File: config.mk
export PLATFORM = sky130hd
export DESIGN_NAME = usb_rx_unstuff
export DESIGN_NICKNAME = d
export VERILOG_FILES = /design/src/rtl/usb_rx_pkg.sv /design/src/rtl/usb_bit_unstuff.sv /design/src/rtl/usb_rx_unstuff.sv
export SDC_FILE = /design/constraint.sdc
export NUM_CORES = 1
export LEC_CHECK = 0
export ABC_AREA = 1
export CORE_ASPECT_RATIO = 1.5
export CORE_UTILIZATION = 55
export CTS_CLUSTER_SIZE = 40
export DETAILED_ROUTE_END_ITERATION = 12
export GPL_ROUTABILITY_DRIVEN = 0
export PLACE_DENSITY = 0.81
export SLEW_MARGIN = 30
export SYNTH_ARGS = -nofsm -noshare
export SYNTH_HDL_FRONTEND = slang
export SYNTH_SLANG_ARGS = --single-unit
export TNS_END_PERCENT = 100
File: constraint.sdc
create_clock -name Clock -period 1.7 [get_ports Clock]
set_clock_uncertainty 0.15 [all_clocks]
set_input_delay 0.255 -clock Clock [delete_from_list [all_inputs] [get_ports Clock]]
set_output_delay 0.255 -clock Clock [all_outputs]
set_load 0.02 [all_outputs]
File: src/rtl/usb_rx_pkg.sv
// Shared types and defaults for the USB receive NRZI decoder and bit unstuffer.
package usb_rx_pkg;

  typedef enum logic [1:0] {
    IDLE   = 2'd0,
    ACTIVE = 2'd1,
    ERROR  = 2'd2
  } rx_state_e;

  localparam logic LINE_J = 1'b1;
  localparam logic LINE_K = 1'b0;

  localparam int unsigned SYNC_MIN_ZEROS_DEF = 5;
  localparam int unsigned STUFF_LEN_DEF      = 6;

  localparam int unsigned ZERO_CNT_W   = 4;
  localparam int unsigned ZERO_CNT_MAX = 15;
  localparam int unsigned BIT_CNT_W    = 3;
  localparam int unsigned BYTE_W       = 8;

endpackage

File: src/rtl/usb_bit_unstuff.sv
// Ones-run tracker: drops the stuffed 0 after STUFF_LEN decoded 1s and flags a stuffed 1.
module usb_bit_unstuff
  import usb_rx_pkg::*;
#(
  parameter int unsigned STUFF_LEN = STUFF_LEN_DEF
) (
  input  logic clk,
  input  logic rst_n,
  input  logic load_i,
  input  logic dec_i,
  input  logic valid_i,
  output logic out_bit_c,
  output logic out_valid_c,
  output logic stuff_err_c
);

  localparam int unsigned ONES_W = $clog2(STUFF_LEN + 1);

  logic [ONES_W-1:0] ones_q, ones_d;
  logic              stuff_slot_c;

  assign stuff_slot_c = (ones_q == ONES_W'(STUFF_LEN));

  // The closing SYNC 1 seeds the run, so a load starts it at 1.
  always_comb begin
    ones_d      = ones_q;
    out_bit_c   = dec_i;
    out_valid_c = 1'b0;
    stuff_err_c = 1'b0;
    if (load_i) begin
      ones_d = ONES_W'(1);
    end else if (valid_i) begin
      if (stuff_slot_c) begin
        if (dec_i) stuff_err_c = 1'b1;
        else       ones_d      = '0;
      end else begin
        out_valid_c = 1'b1;
        ones_d      = dec_i ? ones_q + ONES_W'(1) : '0;
      end
    end
  end

  always_ff @(posedge clk or negedge rst_n) begin
    if (!rst_n) ones_q <= '0;
    else        ones_q <= ones_d;
  end

endmodule

File: src/rtl/usb_rx_unstuff.sv
// USB receive front end: NRZI decode, SYNC hunt, unstuff, byte assembly, EOP/error strobes.
// Optional RX_ERR_COUNT_EN adds a saturating ErrCount output.
module usb_rx_unstuff
  import usb_rx_pkg::*;
#(
  parameter int unsigned SYNC_MIN_ZEROS = SYNC_MIN_ZEROS_DEF,
  parameter int unsigned STUFF_LEN      = STUFF_LEN_DEF
) (
  input  logic        Clock,
  input  logic        Reset_n,
  input  logic        Data,
  input  logic        DataValid,
  input  logic        Se0,
  input  logic        Underflow,
  input  logic        Overflow,
`ifdef RX_ERR_COUNT_EN
  output logic [7:0]  ErrCount,
`endif
  output logic [7:0]  RxByte,
  output logic        RxByteValid,
  output logic        RxActive,
  output logic        EopDetect,
  output logic        RxError
);

  rx_state_e               state_q, state_d;
  logic                    prev_q, prev_d;
  logic                    fault_q;
  logic [ZERO_CNT_W-1:0]   zero_q, zero_d;
  logic [BIT_CNT_W-1:0]    bitcnt_q, bitcnt_d;
  logic [BYTE_W-1:0]       sr_q, sr_d, byte_q, byte_d;
  logic                    bv_q, bv_d, eop_q, eop_d, err_q, err_d, act_q;

  logic dec_c, bit_ok_c, fault_rise_c, sync_hit_c, us_valid_c;
  logic us_bit_c, us_out_valid_c, us_err_c;

  assign dec_c        = (Data == prev_q);
  assign bit_ok_c     = DataValid & ~Se0;
  assign fault_rise_c = (Underflow | Overflow) & ~fault_q;
  assign sync_hit_c   = bit_ok_c & dec_c & ~fault_rise_c & (state_q == IDLE) &
                        (32'(zero_q) >= SYNC_MIN_ZEROS);
  assign us_valid_c   = bit_ok_c & ~fault_rise_c & (state_q == ACTIVE);

  usb_bit_unstuff #(.STUFF_LEN(STUFF_LEN)) u_unstuff (
    .clk         (Clock),
    .rst_n       (Reset_n),
    .load_i      (sync_hit_c),
    .dec_i       (dec_c),
    .valid_i     (us_valid_c),
    .out_bit_c   (us_bit_c),
    .out_valid_c (us_out_valid_c),
    .stuff_err_c (us_err_c)
  );

  always_comb begin
    state_d  = state_q;
    prev_d   = prev_q;
    zero_d   = zero_q;
    bitcnt_d = bitcnt_q;
    sr_d     = sr_q;
    byte_d   = byte_q;
    bv_d     = 1'b0;
    eop_d    = 1'b0;
    err_d    = 1'b0;

    if (DataValid) prev_d = Se0 ? LINE_J : Data;

    // FIFO faults pre-empt any data or SE0 arriving in the same cycle.
    if (fault_rise_c) begin
      err_d    = 1'b1;
      state_d  = ERROR;
      zero_d   = '0;
      bitcnt_d = '0;
    end else begin
      case (state_q)
        IDLE: begin
          if (DataValid) begin
            if (Se0) begin
              zero_d = '0;
            end else if (!dec_c) begin
              if (zero_q != ZERO_CNT_W'(ZERO_CNT_MAX)) zero_d = zero_q + ZERO_CNT_W'(1);
            end else begin
              zero_d   = '0;
              bitcnt_d = '0;
              if (sync_hit_c) state_d = ACTIVE;
            end
          end
        end
        ACTIVE: begin
          if (DataValid && Se0) begin
            state_d  = IDLE;
            bitcnt_d = '0;
            if (bitcnt_q == '0) eop_d = 1'b1;
            else                err_d = 1'b1;
          end else if (us_err_c) begin
            err_d    = 1'b1;
            state_d  = ERROR;
            bitcnt_d = '0;
          end else if (us_out_valid_c) begin
            sr_d     = {us_bit_c, sr_q[BYTE_W-1:1]};
            bitcnt_d = bitcnt_q + BIT_CNT_W'(1);
            if (bitcnt_q == BIT_CNT_W'(BYTE_W - 1)) begin
              byte_d = sr_d;
              bv_d   = 1'b1;
            end
          end
        end
        ERROR: begin
          if (DataValid && Se0) state_d = IDLE;
        end
        default: state_d = IDLE;
      endcase
    end
  end

  always_ff @(posedge Clock or negedge Reset_n) begin
    if (!Reset_n) begin
      state_q  <= IDLE;
      prev_q   <= LINE_J;
      fault_q  <= 1'b0;
      zero_q   <= '0;
      bitcnt_q <= '0;
      sr_q     <= '0;
      byte_q   <= '0;
      bv_q     <= 1'b0;
      eop_q    <= 1'b0;
      err_q    <= 1'b0;
      act_q    <= 1'b0;
    end else begin
      state_q  <= state_d;
      prev_q   <= prev_d;
      fault_q  <= Underflow | Overflow;
      zero_q   <= zero_d;
      bitcnt_q <= bitcnt_d;
      sr_q     <= sr_d;
      byte_q   <= byte_d;
      bv_q     <= bv_d;
      eop_q    <= eop_d;
      err_q    <= err_d;
      act_q    <= (state_d == ACTIVE);
    end
  end

  assign RxByte      = byte_q;
  assign RxByteValid = bv_q;
  assign EopDetect   = eop_q;
  assign RxError     = err_q;
  assign RxActive    = act_q;

`ifdef RX_ERR_COUNT_EN
  logic [7:0] err_cnt_q;

  always_ff @(posedge Clock or negedge Reset_n) begin
    if (!Reset_n)                         err_cnt_q <= 8'h00;
    else if (err_d && err_cnt_q != 8'hFF) err_cnt_q <= err_cnt_q + 8'd1;
  end

  assign ErrCount = err_cnt_q;
`endif

endmodule
==> impl_metrics.env, run 1 <==
export IMPL_tns_ns=0
export IMPL_overflow=0
export IMPL_crit_chain="clkdlybuf4s50_1"
export IMPL_place_area_mm2=0.00202
export IMPL_postRouteWirelength_um=3640
export IMPL_crit_type="reg -> out"
export IMPL_slew_headroom_pct=80.2
export IMPL_die_y_um=69.3
export IMPL_synth_top_area_share_pct=48.2
export IMPL_drtIter0Drc=28
export IMPL_ys_warn_count=0
export IMPL_fin_area_mm2=0.00222
export IMPL_drive_gt1_share_pct=24.8
export IMPL_power_density_mw_per_mm2=787
export IMPL_end_kind="primary output"
export IMPL_rows=24
export IMPL_synthTopCellsByArea="dfrtp_1 (48%), nand2_1 (11%), ha_1 (6.0%)"
export IMPL_yosysSeqAreaShare_pct=49.8
export IMPL_fmaxAchievable_mhz=601
export IMPL_post_route_min_period_ns=1.66
export IMPL_synthFlopType="dfrtp_1"
export IMPL_fin_nets=244
export IMPL_rsz0062_at_grt="no"
export IMPL_nFillCells=215
export IMPL_crit_required_ns=1.29
export IMPL_crit_family="buffers and inverters"
export IMPL_arrival_ns=1.26
export IMPL_numCtsBuffers=5
export IMPL_ys_ff_latch=33
export IMPL_synth_fp_nets=200
export IMPL_clk_latency_ns=0.29
export IMPL_num_vias=1377
export IMPL_path_clk_slew_ns=0.07
export IMPL_final_antenna_net_count=0
export IMPL_critPathMaxStageDelay_ns=0.61
export IMPL_worst_slack_ns=0.0366
export IMPL_initial_core_util_pct=57.6
export IMPL_track_usage_pct=26.0
export IMPL_grt_first_pass_wirelength_um=6000
export IMPL_hpwl_um=2550
export IMPL_leakagePower_nw=1.13
export IMPL_critPathMaxFanout=2
export IMPL_syn_area_mm2=0.00166
export IMPL_hold_viol=0
export IMPL_diodes=0
export IMPL_cts_buffer_depth=2
export IMPL_drc=0
export IMPL_startpoint="RxByte[1]"
export IMPL_wl_per_cell_um=13.5
export IMPL_grt_max_degree=34
export IMPL_viasPerCell=5.12
export IMPL_syn2layout_area_growth_pct=33.7
export IMPL_synth_edff_count=0
export IMPL_r2r_start="state_q[1]"
export IMPL_netlist_instances=185
export IMPL_startpoint_type="flop"
export IMPL_synth_top_area_cell="dfrtp_1"
export IMPL_root_buffer="clkbuf_8"
export IMPL_postSynthAreaPerCell_um2=8.98
export IMPL_synthArstFlopShare_pct=100
export IMPL_fp_dieW_um=46.9
export IMPL_holdBufCountCts=0
export IMPL_htreeDepth=2
export IMPL_period_share_pct=97.8
export IMPL_io_buffer_count=18
export IMPL_cap_violations=0
export IMPL_clock_sinks=33
export IMPL_dieArea_mm2=0.00325
export IMPL_grt_pass1_vias=1409
export IMPL_peakVddDrop_mv=0.793
export IMPL_dp_slack_ns=-0.194
export IMPL_ios=19
export IMPL_yosysUniqueCellTypes=30
export IMPL_final_common_cell="nand2_1"
export IMPL_tightestPinTransition_ns=0.297
export IMPL_cts_tree="done"
export IMPL_coreArea_mm2=0.00288
export IMPL_layout_common_cells="nand2_1 (45), dfrtp_1 (32), inv_1 (26)"
export IMPL_cp_slowest_cell="clkdlybuf4s50_1"
export IMPL_worst_path_buf_inv=1
export IMPL_firstDrtPassIters=4
export IMPL_setup_viol=0
export IMPL_status="finished, final reports clean"
export IMPL_hold_class="in -> async"
export IMPL_antenna_found_initial=0
export IMPL_finalMaxSlewViolations=0
## synth_stat cells, types with 2 or more instances
cell,instances
dfrtp_1,32
ha_1,8
inv_1,26
nand2_1,48
nand3_1,14
nor2_1,9
nor2_2,2
nor2_4,2
nor3_1,2
o211ai_1,2
o21ai_0,13
o21ai_2,9
## power breakdown
part / internal, mW / switching [mW] / leakage, nW
clock network: 0.478 / 0.293 / 0.0585
logic: 0.0722 / 0.0934 / 0.627
registers: 0.800 / 0.0129 / 0.445
## layer usage
metal / part of all wire (%) / global-route usage, %
met5: 0 / 0
met4: 2.9 / 11.4
met3: 4.3 / 7.03
met2: 53 / 42.7
met1: 40 / 30.0
## what timing repair did
| item | in CTS | in global routing |
|---|---|---|
| gates resized for setup | 0 | 17 |
| setup endpoints to repair | 0 | 23 |
| buffers inserted | 0 | 3 |
## cells by family (layout without fill, tap and decap cells)
logic type | after synthesis | in the layout | share of synthesized area (%)
and+or+nand+nor | 87 | 88 | 25.5
DFF | 33 | 33 | 49.8
buffers and inverters | 30 | 74 | 7.30
AOI/OAI and AO/OA | 27 | 27 | 11.4
adders and majority gates | 8 | 8 | 6.02
## per-stage QoR
stage	hold WS, ns	util [%]	total power, mW	cells
3_3_place_gp	0.309	69.9	0.976	257
6_report	0.183	77.1	1.75	269
5_1_grt	0.198	77.1	1.81	269
2_1_floorplan	-0.191	-	0.893	185
3_5_place_dp	0.315	69.9	0.983	257
4_1_cts	0.197	74.0	1.74	265
## area by class of cell
type,instances,area [um^2],area share (%)
flip-flops and latches,33,827,37.2
inverters,28,108,4.84
clock inverters,1,30.0,1.35
repair buffers,38,348,15.7
well taps,39,48.8,2.20
multi-input cells,123,774,34.9
clock buffers,7,86.3,3.89
## sequential cells by signal, indices dropped and copies added (netlist names)
| signal | flops |
|---|---|
| RxByte | 8 |
| sr_q | 7 |
| zero_q | 4 |
| bitcnt_q | 3 |
| u_unstuff.ones_q | 3 |
| state_q | 2 |
| EopDetect | 1 |
| RxActive | 1 |
| RxByteValid | 1 |
| RxError | 1 |
| fault_q | 1 |
| prev_q | 1 |
## final timing paths
path / slack (ns) / to / depth (start not counted)
worst max-delay path: 0.04 / RxByte[1] / 1
worst min-delay path: 0.18 / fault_q / 2
worst max register to register: 0.09 / u_unstuff.ones_q[0] / 6
worst min register to register: 0.34 / RxByte[4] / 2
max in group asynchronous: 0.97 / prev_q / 2
min in group Clock: 0.34 / RxByte[4] / 2
(Power assumes the default switching activity.)
==> run 2: changes to the inputs <==
--- a/config.mk
+++ b/config.mk
@@ -6,6 +6,7 @@
 export NUM_CORES = 1
 export LEC_CHECK = 0
 export ABC_AREA = 1
+export CAP_MARGIN = 40
 export CORE_ASPECT_RATIO = 1.5
 export CORE_UTILIZATION = 55
 export CTS_CLUSTER_SIZE = 40
@@ -15,5 +16,6 @@
 export SLEW_MARGIN = 30
 export SYNTH_ARGS = -nofsm -noshare
 export SYNTH_HDL_FRONTEND = slang
+export SYNTH_HIERARCHICAL = 1
 export SYNTH_SLANG_ARGS = --single-unit
 export TNS_END_PERCENT = 100
==> run 2 against run 1 <==
Compared with the run above: the flow now finishes with violations (setup timing); sequential power is essentially flat; fmax shrank 27%; sequential share of layout area shrank 4.9 points; synthesized cell count grew 19%; cell area grew 15%; first-iteration DRC count grew to 2.9 times the previous value; largest cell class is now multi-input combinational cells.
==> impl_metrics.env, run 2 <==
export IMPL_status="complete, but fails checks"
export IMPL_violations="setup timing"
export IMPL_largest_register_ffs=8
export IMPL_yosysUniqueCellTypes=25
export IMPL_num_vias=1813
export IMPL_synth_most_common_cell="nand2_1"
export IMPL_crit_chain="inv_1 -> ha_2 -> inv_2 -> o21ai_2 -> nand2_1 -> nand4_1 -> inv_2 -> nor2_4 -> nand2_2 -> nor2_4 -> inv_2 -> nand2_4 -> nor2_4 -> nand3_4 -> clkinv_4 -> buf_6 -> nand2_2 -> nand2_1"
export IMPL_power_density_mw_per_mm2=632
export IMPL_synth_fp_nets=235
export IMPL_fp_dieW_um=48.4
export IMPL_synthArstFlopShare_pct=100
export IMPL_coreArea_mm2=0.00297
export IMPL_critPathMaxStageDelay_ns=0.40
export IMPL_place_inst=310
export IMPL_leakagePower_nw=1.43
export IMPL_crit_family="simple AND/OR/NAND/NOR gates"
export IMPL_numCtsBuffers=5
export IMPL_grt_pass1_vias=1758
export IMPL_grt_first_pass_wirelength_um=7920
export IMPL_drc=0
export IMPL_end_kind="flop"
export IMPL_overflow=0
export IMPL_yosysSeqAreaShare_pct=46.6
export IMPL_hold_viol=0
export IMPL_synth_top_area_share_pct=45.1
export IMPL_synth_top_area_cell="dfrtp_1"
export IMPL_ys_warn_count=6
export IMPL_clk_latency_ns=0.29
export IMPL_syn_area_mm2=0.00177
export IMPL_synthTopCellsByArea="dfrtp_1 (45%), nand2_1 (14%), inv_1 (6.8%)"
export IMPL_arrival_ns=2.30
export IMPL_hpwl_um=2930
export IMPL_whs_ns=0.132
export IMPL_wl_per_cell_um=15.3
export IMPL_fin_nets=306
export IMPL_post_route_min_period_ns=2.27
export IMPL_p_total_mw=1.62
export IMPL_diodes=0
export IMPL_crit_required_ns=1.73
export IMPL_period_share_pct=134
export IMPL_layout_common_cells="nand2_1 (61), buf_4 (43), dfrtp_1 (32)"
export IMPL_track_usage_pct=30.6
export IMPL_firstDrtPassIters=4
export IMPL_finalMaxSlewViolations=0
export IMPL_crit_type="reg -> reg"
export IMPL_fmaxAchievable_mhz=440
export IMPL_htreeDepth=2
export IMPL_synthFlopType="dfrtp_1"
export IMPL_dieArea_mm2=0.00346
export IMPL_postRouteWirelength_um=5070
export IMPL_setup_viol=26
export IMPL_worst_path_buf_inv=6
export IMPL_syn2layout_area_growth_pct=44.4
export IMPL_hold_class="in -> reg"
export IMPL_nFillCells=157
export IMPL_final_antenna_net_count=0
export IMPL_io_buffer_count=18
export IMPL_peakVddDrop_mv=0.535
export IMPL_postSynthAreaPerCell_um2=8.06
export IMPL_drive_gt1_share_pct=35.6
export IMPL_critPathMaxFanout=7
export IMPL_tns_ns=-11.97
export IMPL_ios=19
export IMPL_cts_buffer_depth=2
export IMPL_cap_violations=0
export IMPL_slew_headroom_pct=71.3
export IMPL_startpoint_type="flop"
export IMPL_tightestPinTransition_ns=0.426
export IMPL_drtIter0Drc=80
export IMPL_rows=24
export IMPL_die_y_um=71.6
export IMPL_root_buffer="clkbuf_8"
export IMPL_initial_core_util_pct=59.7
export IMPL_antenna_found_initial=0
export IMPL_clock_sinks=33
export IMPL_path_clk_slew_ns=0.07
export IMPL_cts_tree="done"
export IMPL_cp_slowest_cell="dfrtp_1"
export IMPL_viasPerCell=5.48
export IMPL_grt_max_degree=34
export IMPL_synth_edff_count=0
export IMPL_netlist_instances=220
export IMPL_final_common_cell="nand2_1"
export IMPL_ys_ff_latch=33
export IMPL_layoutNonFillerInstCount=331
export IMPL_worst_slack_ns=-0.572
export IMPL_rsz0062_at_grt="yes"
export IMPL_synthTopCellsByCount="nand2_1 (68), dfrtp_1 (32), inv_1 (32)"
==> run 2: cell count changes after synthesis, moves of 6 or more <==
| cell | previous run | this run |
|---|---|---|
| nand3_1 | 14 | 21 |
| nand2_1 | 48 | 68 |
| inv_1 | 26 | 32 |
| o21ai_2 | 9 | 0 |
| o21ai_0 | 13 | 7 |
==> run 2: cell type report <==
| class | instances | area (um^2) | area share, % |
|---|---|---|---|
| inverters | 37 | 149 | 5.81 |
| repair inverters | 1 | 8.76 | 0.342 |
| flip-flops and latches | 33 | 827 | 32.3 |
| repair buffers | 65 | 562 | 21.9 |
| well taps | 39 | 48.8 | 1.91 |
| clock inverters | 3 | 17.5 | 0.684 |
| clock buffers | 5 | 68.8 | 2.69 |
| multi-input cells | 148 | 880 | 34.3 |
==> run 2: kinds of logic (layout without fill, tap and decap cells) <==
logic type | Yosys count | after routing | share of synthesized area, %
flops | 33 | 33 | 46.6
buf+inv | 39 | 111 | 8.82
simple gates | 126 | 126 | 34.5
compound gates | 14 | 14 | 4.44
fa+ha+maj | 8 | 8 | 5.64
==> run 2: worst paths after layout <==
kind / start / to / slack, ns / depth (start not counted)
setup / recovery: zero_q[0] / bitcnt_q[2] / -0.57 / 18
hold / removal: Data / prev_q / 0.13 / 3
setup reg to reg: zero_q[0] / bitcnt_q[2] / -0.57 / 18
hold reg to reg: RxByte[5] / RxByte[5] / 0.33 / 2
max in group asynchronous: Reset_n / prev_q / 0.97 / 2
min in group asynchronous: Reset_n / fault_q / 0.18 / 2
==> run 2: metal layers <==
layer  track usage [%]  routed length (um)  vias up
li1                  -                   -      831
met1              32.4                1890      895
met2              59.9                2810       70
met3              4.67                 198       17
met4              11.8                 161        0
met5                 0                   0        -
==> run 2: where the power goes <==
group          switching [mW]  internal (mW)  total (mW)
clock                   0.310          0.282       0.593
sequential             0.0131          0.798       0.811
combinational           0.115         0.0998       0.215
==> run 2: metrics by stage <==
step,area (um^2),setup slack [ns],utilization (%)
after floorplan,1790,-0.428,-
after global placement,2290,-0.670,76.9
final,2560,-0.572,86.2
after detailed placement,2290,-0.759,76.9
after CTS,2500,-0.439,84.0
after global routing,2560,-0.686,86.2
==> run 2: worst min-delay path, delay by kind of cell <==
| kind | cells | cell delay (ns) |
|---|---|---|
| AOI/OAI and AO/OA | 1 | 0.05 |
| and+or+nand+nor | 1 | 0.11 |
| buffers and inverters | 1 | 0.15 |
==> run 2: timing repair <==
item                                    4_1_cts  5_1_grt
gates resized for setup                      18       15
setup buffers                                 9        4
pin swaps                                     8        5
endpoints found under the setup margin       26       31
gates cloned                                  1        0
hold buffers                                  0        0
==> run 3: changes to the inputs <==
--- a/config.mk
+++ b/config.mk
@@ -9,6 +9,7 @@
 export CAP_MARGIN = 40
 export CORE_ASPECT_RATIO = 1.5
 export CORE_UTILIZATION = 55
+export CTS_CLUSTER_DIAMETER = 60
 export CTS_CLUSTER_SIZE = 40
 export DETAILED_ROUTE_END_ITERATION = 12
 export GPL_ROUTABILITY_DRIVEN = 0
==> constraint.sdc (replaced) <==
create_clock -name Clock -period 1.7 [get_ports Clock]
set_clock_uncertainty 0.15 [all_clocks]
set_input_delay 0.255 -clock Clock [delete_from_list [all_inputs] [get_ports Clock]]
set_output_delay 0.255 -clock Clock [all_outputs]
set_load 0.01 [all_outputs]
==> run 3 against run 2 <==
Compared with the run above: the flow still finishes with violations (setup timing); routed wire length up 2.0%; total power shrank 0.36%; sequential power about the same; first-iteration DRC count down 3.8%; cell area hardly changed; core utilization is 0.084 points lower; final cell count is the same; sequential cell count stayed put; die area did not move; register-to-register slack worse by 0.02 ns; clock power fell by 1%; global-route usage did not move.
==> impl_metrics.env, run 3 (synthesis gave the netlist of run 2 again) <==
export IMPL_crit_required_ns=1.73
export IMPL_track_usage_pct=30.6
export IMPL_rows=24
export IMPL_peakVddDrop_mv=0.581
export IMPL_numCtsBuffers=5
export IMPL_pwr_share_seq_pct=50.3
export IMPL_startpoint_type="flop"
export IMPL_syn2layout_area_growth_pct=44.2
export IMPL_reg2reg_depth=18
export IMPL_clkPwrFrac_pct=36.4
export IMPL_slew_headroom_pct=72.1
export IMPL_dp_slack_ns=-0.759
export IMPL_hold_depth=3
export IMPL_path_depth=18
export IMPL_hpwl_um=2930
export IMPL_nFillCells=157
export IMPL_cp_slowest_cell="dfrtp_1"
export IMPL_power_internal_mw=1.18
export IMPL_clock_sinks=33
export IMPL_post_route_min_period_ns=2.29
export IMPL_comb_power_share_pct=13.3
export IMPL_violations="setup timing"
export IMPL_tightestPinTransition_ns=0.415
export IMPL_fin_nets=306
export IMPL_worst_slack_ns=-0.593
export IMPL_finalMaxSlewViolations=0
export IMPL_tns_ns=-12.34
export IMPL_crit_family="simple AND/OR/NAND/NOR gates"
export IMPL_place_area_mm2=0.00229
export IMPL_fmaxAchievable_mhz=436
export IMPL_grt_pass1_vias=1758
export IMPL_cap_violations=0
export IMPL_cts_tree="done"
export IMPL_path_clk_slew_ns=0.07
export IMPL_cts_buffer_depth=2
export IMPL_drive_gt1_share_pct=35.6
export IMPL_viasPerCell=5.46
export IMPL_die_y_um=71.6
export IMPL_ff_latch_area_um2=827
export IMPL_num_vias=1806
export IMPL_largest_register_ffs=8
export IMPL_fin_area_mm2=0.00256
export IMPL_p_sw_mw=0.433
export IMPL_critPathMaxStageDelay_ns=0.40
export IMPL_final_common_cell="nand2_1"
export IMPL_leakagePower_nw=1.41
export IMPL_end_kind="flop"
export IMPL_clk_latency_ns=0.29
export IMPL_grt_first_pass_wirelength_um=7920
export IMPL_coreArea_mm2=0.00297
export IMPL_status="complete, but fails checks"
export IMPL_switching_share_pct=26.8
export IMPL_layout_common_cells="nand2_1 (61), buf_4 (43), dfrtp_1 (32)"
export IMPL_overflow=0
export IMPL_root_buffer="clkbuf_8"
export IMPL_drtIter0Drc=77
export IMPL_power_density_mw_per_mm2=630
export IMPL_firstDrtPassIters=4
export IMPL_crit_type="reg -> reg"
export IMPL_wl_per_cell_um=15.6
export IMPL_drc=0
export IMPL_final_core_util_pct=86.1
export IMPL_final_antenna_net_count=0
export IMPL_postRouteWirelength_um=5170
export IMPL_hold_viol=0
export IMPL_arrival_ns=2.32
export IMPL_crit_chain="inv_1 -> ha_2 -> inv_2 -> o21ai_2 -> nand2_1 -> nand4_1 -> inv_2 -> nor2_4 -> nand2_2 -> nor2_4 -> inv_2 -> nand2_4 -> nor2_4 -> nand3_4 -> clkinv_4 -> buf_6 -> nand2_2 -> nand2_1"
export IMPL_diodes=0
export IMPL_hold_class="in -> reg"
export IMPL_io_buffer_count=18
export IMPL_critPathMaxFanout=7
export IMPL_fp_dieW_um=48.4
export IMPL_antenna_found_initial=0
export IMPL_initial_core_util_pct=59.7
export IMPL_dieArea_mm2=0.00346
export IMPL_period_share_pct=135
export IMPL_multi_input_area_um2=880
export IMPL_htreeDepth=2
export IMPL_setup_viol=26
export IMPL_rsz0062_at_grt="yes"
export IMPL_worst_path_buf_inv=6
export IMPL_grt_max_degree=34
export IMPL_ios=19
==> run 3: what timing repair did <==
action | in CTS | in global routing
resized for setup | 18 | 14
hold buffers | 0 | 0
setup endpoints to repair | 26 | 30
pin swaps | 8 | 5
buffers inserted | 9 | 4
cloned | 1 | 0
==> run 3: path summary, 6_finish.rpt <==
check                           startpoint          end  slack [ns]
worst max-delay path             zero_q[0]  bitcnt_q[2]       -0.59
worst min-delay path                  Data       prev_q        0.13
worst max register to register   zero_q[0]  bitcnt_q[2]       -0.59
worst min register to register   RxByte[5]    RxByte[5]        0.33
max in group asynchronous          Reset_n       prev_q        0.97
min in group asynchronous          Reset_n    RxByte[0]        0.18
==> run 3: power groups by stage <==
| stage | clock [mW] | sequential, mW | combinational (mW) |
|---|---|---|---|
| floorplan | 0 | 0.827 | 0.0785 |
| global placement | 0 | 0.826 | 0.179 |
| detailed placement | 0 | 0.826 | 0.186 |
| CTS | 0.581 | 0.811 | 0.201 |
| global route | 0.617 | 0.812 | 0.235 |
| finish | 0.587 | 0.812 | 0.215 |
==> run 3: metrics by stage <==
stage | power (mW) | cells | hold WS (ns)
6_report | 1.61 | 331 | 0.135
5_1_grt | 1.66 | 331 | 0.157
4_1_cts | 1.59 | 328 | 0.193
3_5_place_dp | 1.01 | 310 | 0.309
3_3_place_gp | 1.01 | 310 | 0.305
2_1_floorplan | 0.905 | 220 | -0.191
==> run 3: tightest hold or removal path: cells and delay by family <==
kind / cells / cell delay (ns)
compound gates: 1 / 0.05
buf+inv: 1 / 0.15
simple gates: 1 / 0.11
==> run 3: layout make-up <==
type | count | share of cell area, %
Multi-Input combinational cell | 148 | 34.4
Sequential cell | 33 | 32.3
Timing Repair Buffer | 65 | 21.9
Inverter | 37 | 5.82
Clock buffer | 5 | 2.69
Tap cell | 39 | 1.91
Clock inverter | 3 | 0.685
Timing Repair inverter | 1 | 0.342
==> run 3: per-layer routing <==
| layer | wire length (um) | GRT usage [%] | vias up | share of wire (%) |
|---|---|---|---|---|
| li1 | - | - | 830 | - |
| met1 | 1810 | 32.4 | 854 | 35 |
| met2 | 2860 | 59.9 | 99 | 55 |
| met3 | 307 | 4.67 | 23 | 5.9 |
| met4 | 199 | 11.8 | 0 | 3.9 |
| met5 | 0 | 0 | - | 0 |
==> edit (flow settings as in run 3) <==
The package constant `ZERO_CNT_W` goes from 4 to 6.
--- a/src/rtl/usb_rx_pkg.sv
+++ b/src/rtl/usb_rx_pkg.sv
@@ -13,7 +13,7 @@
   localparam int unsigned SYNC_MIN_ZEROS_DEF = 5;
   localparam int unsigned STUFF_LEN_DEF      = 6;
 
-  localparam int unsigned ZERO_CNT_W   = 4;
+  localparam int unsigned ZERO_CNT_W   = 6;
   localparam int unsigned ZERO_CNT_MAX = 15;
   localparam int unsigned BIT_CNT_W    = 3;
   localparam int unsigned BYTE_W       = 8;
Behaviour: no difference found for any inputs over 10 cycles, from zero or initial values and one cycle with Reset_n low; that may be too few to reach the edited logic, so the function may still have changed.
==> edit against run 3 <==
Critical endpoint is now RxByte[0]; die area rose by 6.0%; largest power group unchanged; total power is 16% higher; the run still ends with setup timing left; routed wire length grew 27%; worst setup slack worse by 0.059 ns; final area is 11% higher; sequential cell count grew 2; synthesized area is 6.3% higher.
==> edit: results <==
export IMPL_first_global_vias=1903
export IMPL_gr_usage_met2_pct=59.5
export IMPL_relSlewSlack_pct=77.9
export IMPL_met3_wirelength_um=283
export IMPL_max_vdd_ir_drop_mv=0.635
export IMPL_synth_sequential_area_ratio_pct=46.5
export IMPL_status="finished, violations left"
export IMPL_synth_common_cells="sky130_fd_sc_hd__nand2_1 (79), sky130_fd_sc_hd__inv_1 (42), sky130_fd_sc_hd__dfrtp_1 (34)"
export IMPL_drt_first_iter_violations=62
export IMPL_failed_checks="setup timing"
export IMPL_grt_met3_usage_pct=6.00
export IMPL_setup_tns_final_ns=-13.86
export IMPL_final_setup_violations=29
export IMPL_total_cell_area_at_the_placement_stage_mm2=0.00246
export IMPL_final_setup_worst_slack_ns=-0.652
export IMPL_average_wire_per_standard_cell_um=17.8
export IMPL_p_leak_nw=1.55
export IMPL_met1Wirelength_um=2260
export IMPL_worstHoldPathType="input pin to asynchronous set/reset pin"
export IMPL_netSwitchingPower_mw=0.540
export IMPL_synth_distinct_cells=23
export IMPL_final_layout_size_suffix_gt1_share_pct=38.1
export IMPL_post_dp_hpwl_um=2890
export IMPL_final_nets=342
export IMPL_gr_usage_all_layers_pct=31.8
export IMPL_grt_start_max_net_pins=36
export IMPL_yosys_top_cells_area="sky130_fd_sc_hd__dfrtp_1 (45%), sky130_fd_sc_hd__nand2_1 (16%), sky130_fd_sc_hd__inv_1 (8.4%)"
export IMPL_wire_length_of_the_first_global_routing_pass_um=8450
export IMPL_synth_nets=259
export IMPL_wl_met2_um=3510
export IMPL_vias=2019
export IMPL_arrival_worst_endpoint_ns=2.39
## edit: power by group through the flow
| stage | combinational, mW | sequential, mW | clock (mW) |
|---|---|---|---|
| detailed placement | 0.246 | 0.887 | 0 |
| CTS | 0.278 | 0.872 | 0.660 |
| finish | 0.302 | 0.875 | 0.693 |
| floorplan | 0.110 | 0.888 | 0 |
| global route | 0.329 | 0.876 | 0.726 |
| global placement | 0.240 | 0.886 | 0 |
## edit: through the flow
stage	worst slack (ns)	hold slack (ns)	utilization, %	instances
CTS	-0.468	0.190	84.8	363
floorplan	-0.381	-0.191	-	244
global route	-0.735	0.195	88.3	368
finish	-0.652	0.177	88.3	368
global placement	-0.664	0.306	76.2	342
detailed placement	-0.758	0.308	76.2	342
## edit: kinds of logic (layout without fill, tap and decap cells)
logic type	Yosys count	count (layout)	synth area share, %
compound gates	16	16	4.58
fa+ha+maj	8	8	5.31
buf+inv	49	132	10.4
flops	35	35	46.5
simple gates	136	137	33.2
## edit: repair_timing
action,CTS,global route
gates cloned,2,0
pin swaps,20,15
setup buffers,11,6
hold buffers,0,0
gates resized for setup,26,26
endpoints found under the setup margin,26,32
## edit: layout make-up
cell class / instances / area, um2
clock buffers: 6 / 82.6
fillers: 160 / 377
well taps: 40 / 50.0
flip-flops and latches: 35 / 877
inverters: 47 / 184
repair inverters: 1 / 3.75
clock inverters: 2 / 16.3
repair buffers: 76 / 654
multi-input cells: 161 / 977
## edit: worst max-delay path, cell delays in order, from the launching register on
cell and delay [ns]:
sky130_fd_sc_hd__dfstp_2 0.55, sky130_fd_sc_hd__inv_2 0.04, sky130_fd_sc_hd__nand2_2 0.07, sky130_fd_sc_hd__nand2_2 0.07
sky130_fd_sc_hd__nor2_2 0.16, sky130_fd_sc_hd__nand3_2 0.12, sky130_fd_sc_hd__inv_2 0.11, sky130_fd_sc_hd__nor2_4 0.05
sky130_fd_sc_hd__nand2_4 0.07, sky130_fd_sc_hd__nor2_4 0.04, sky130_fd_sc_hd__inv_2 0.08, sky130_fd_sc_hd__nand2_4 0.06
sky130_fd_sc_hd__nor2_4 0.12, sky130_fd_sc_hd__nand3_4 0.17, sky130_fd_sc_hd__inv_6 0.15, sky130_fd_sc_hd__nand2_8 0.08
sky130_fd_sc_hd__nand2_1 0.07, sky130_fd_sc_hd__nand2_1 0.07
## edit: path summary, 6_finish.rpt
path / from / to / slack, ns / cells after the start
worst max-delay path: prev_q / RxByte[0] / -0.65 / 17
worst min-delay path: Reset_n / RxByte[3] / 0.18 / 2
worst max register to register: prev_q / RxByte[0] / -0.65 / 17
worst min register to register: sr_q[5] / RxByte[4] / 0.35 / 2
max in group asynchronous: Reset_n / prev_q / 0.98 / 2
min in group Clock: sr_q[5] / RxByte[4] / 0.35 / 2
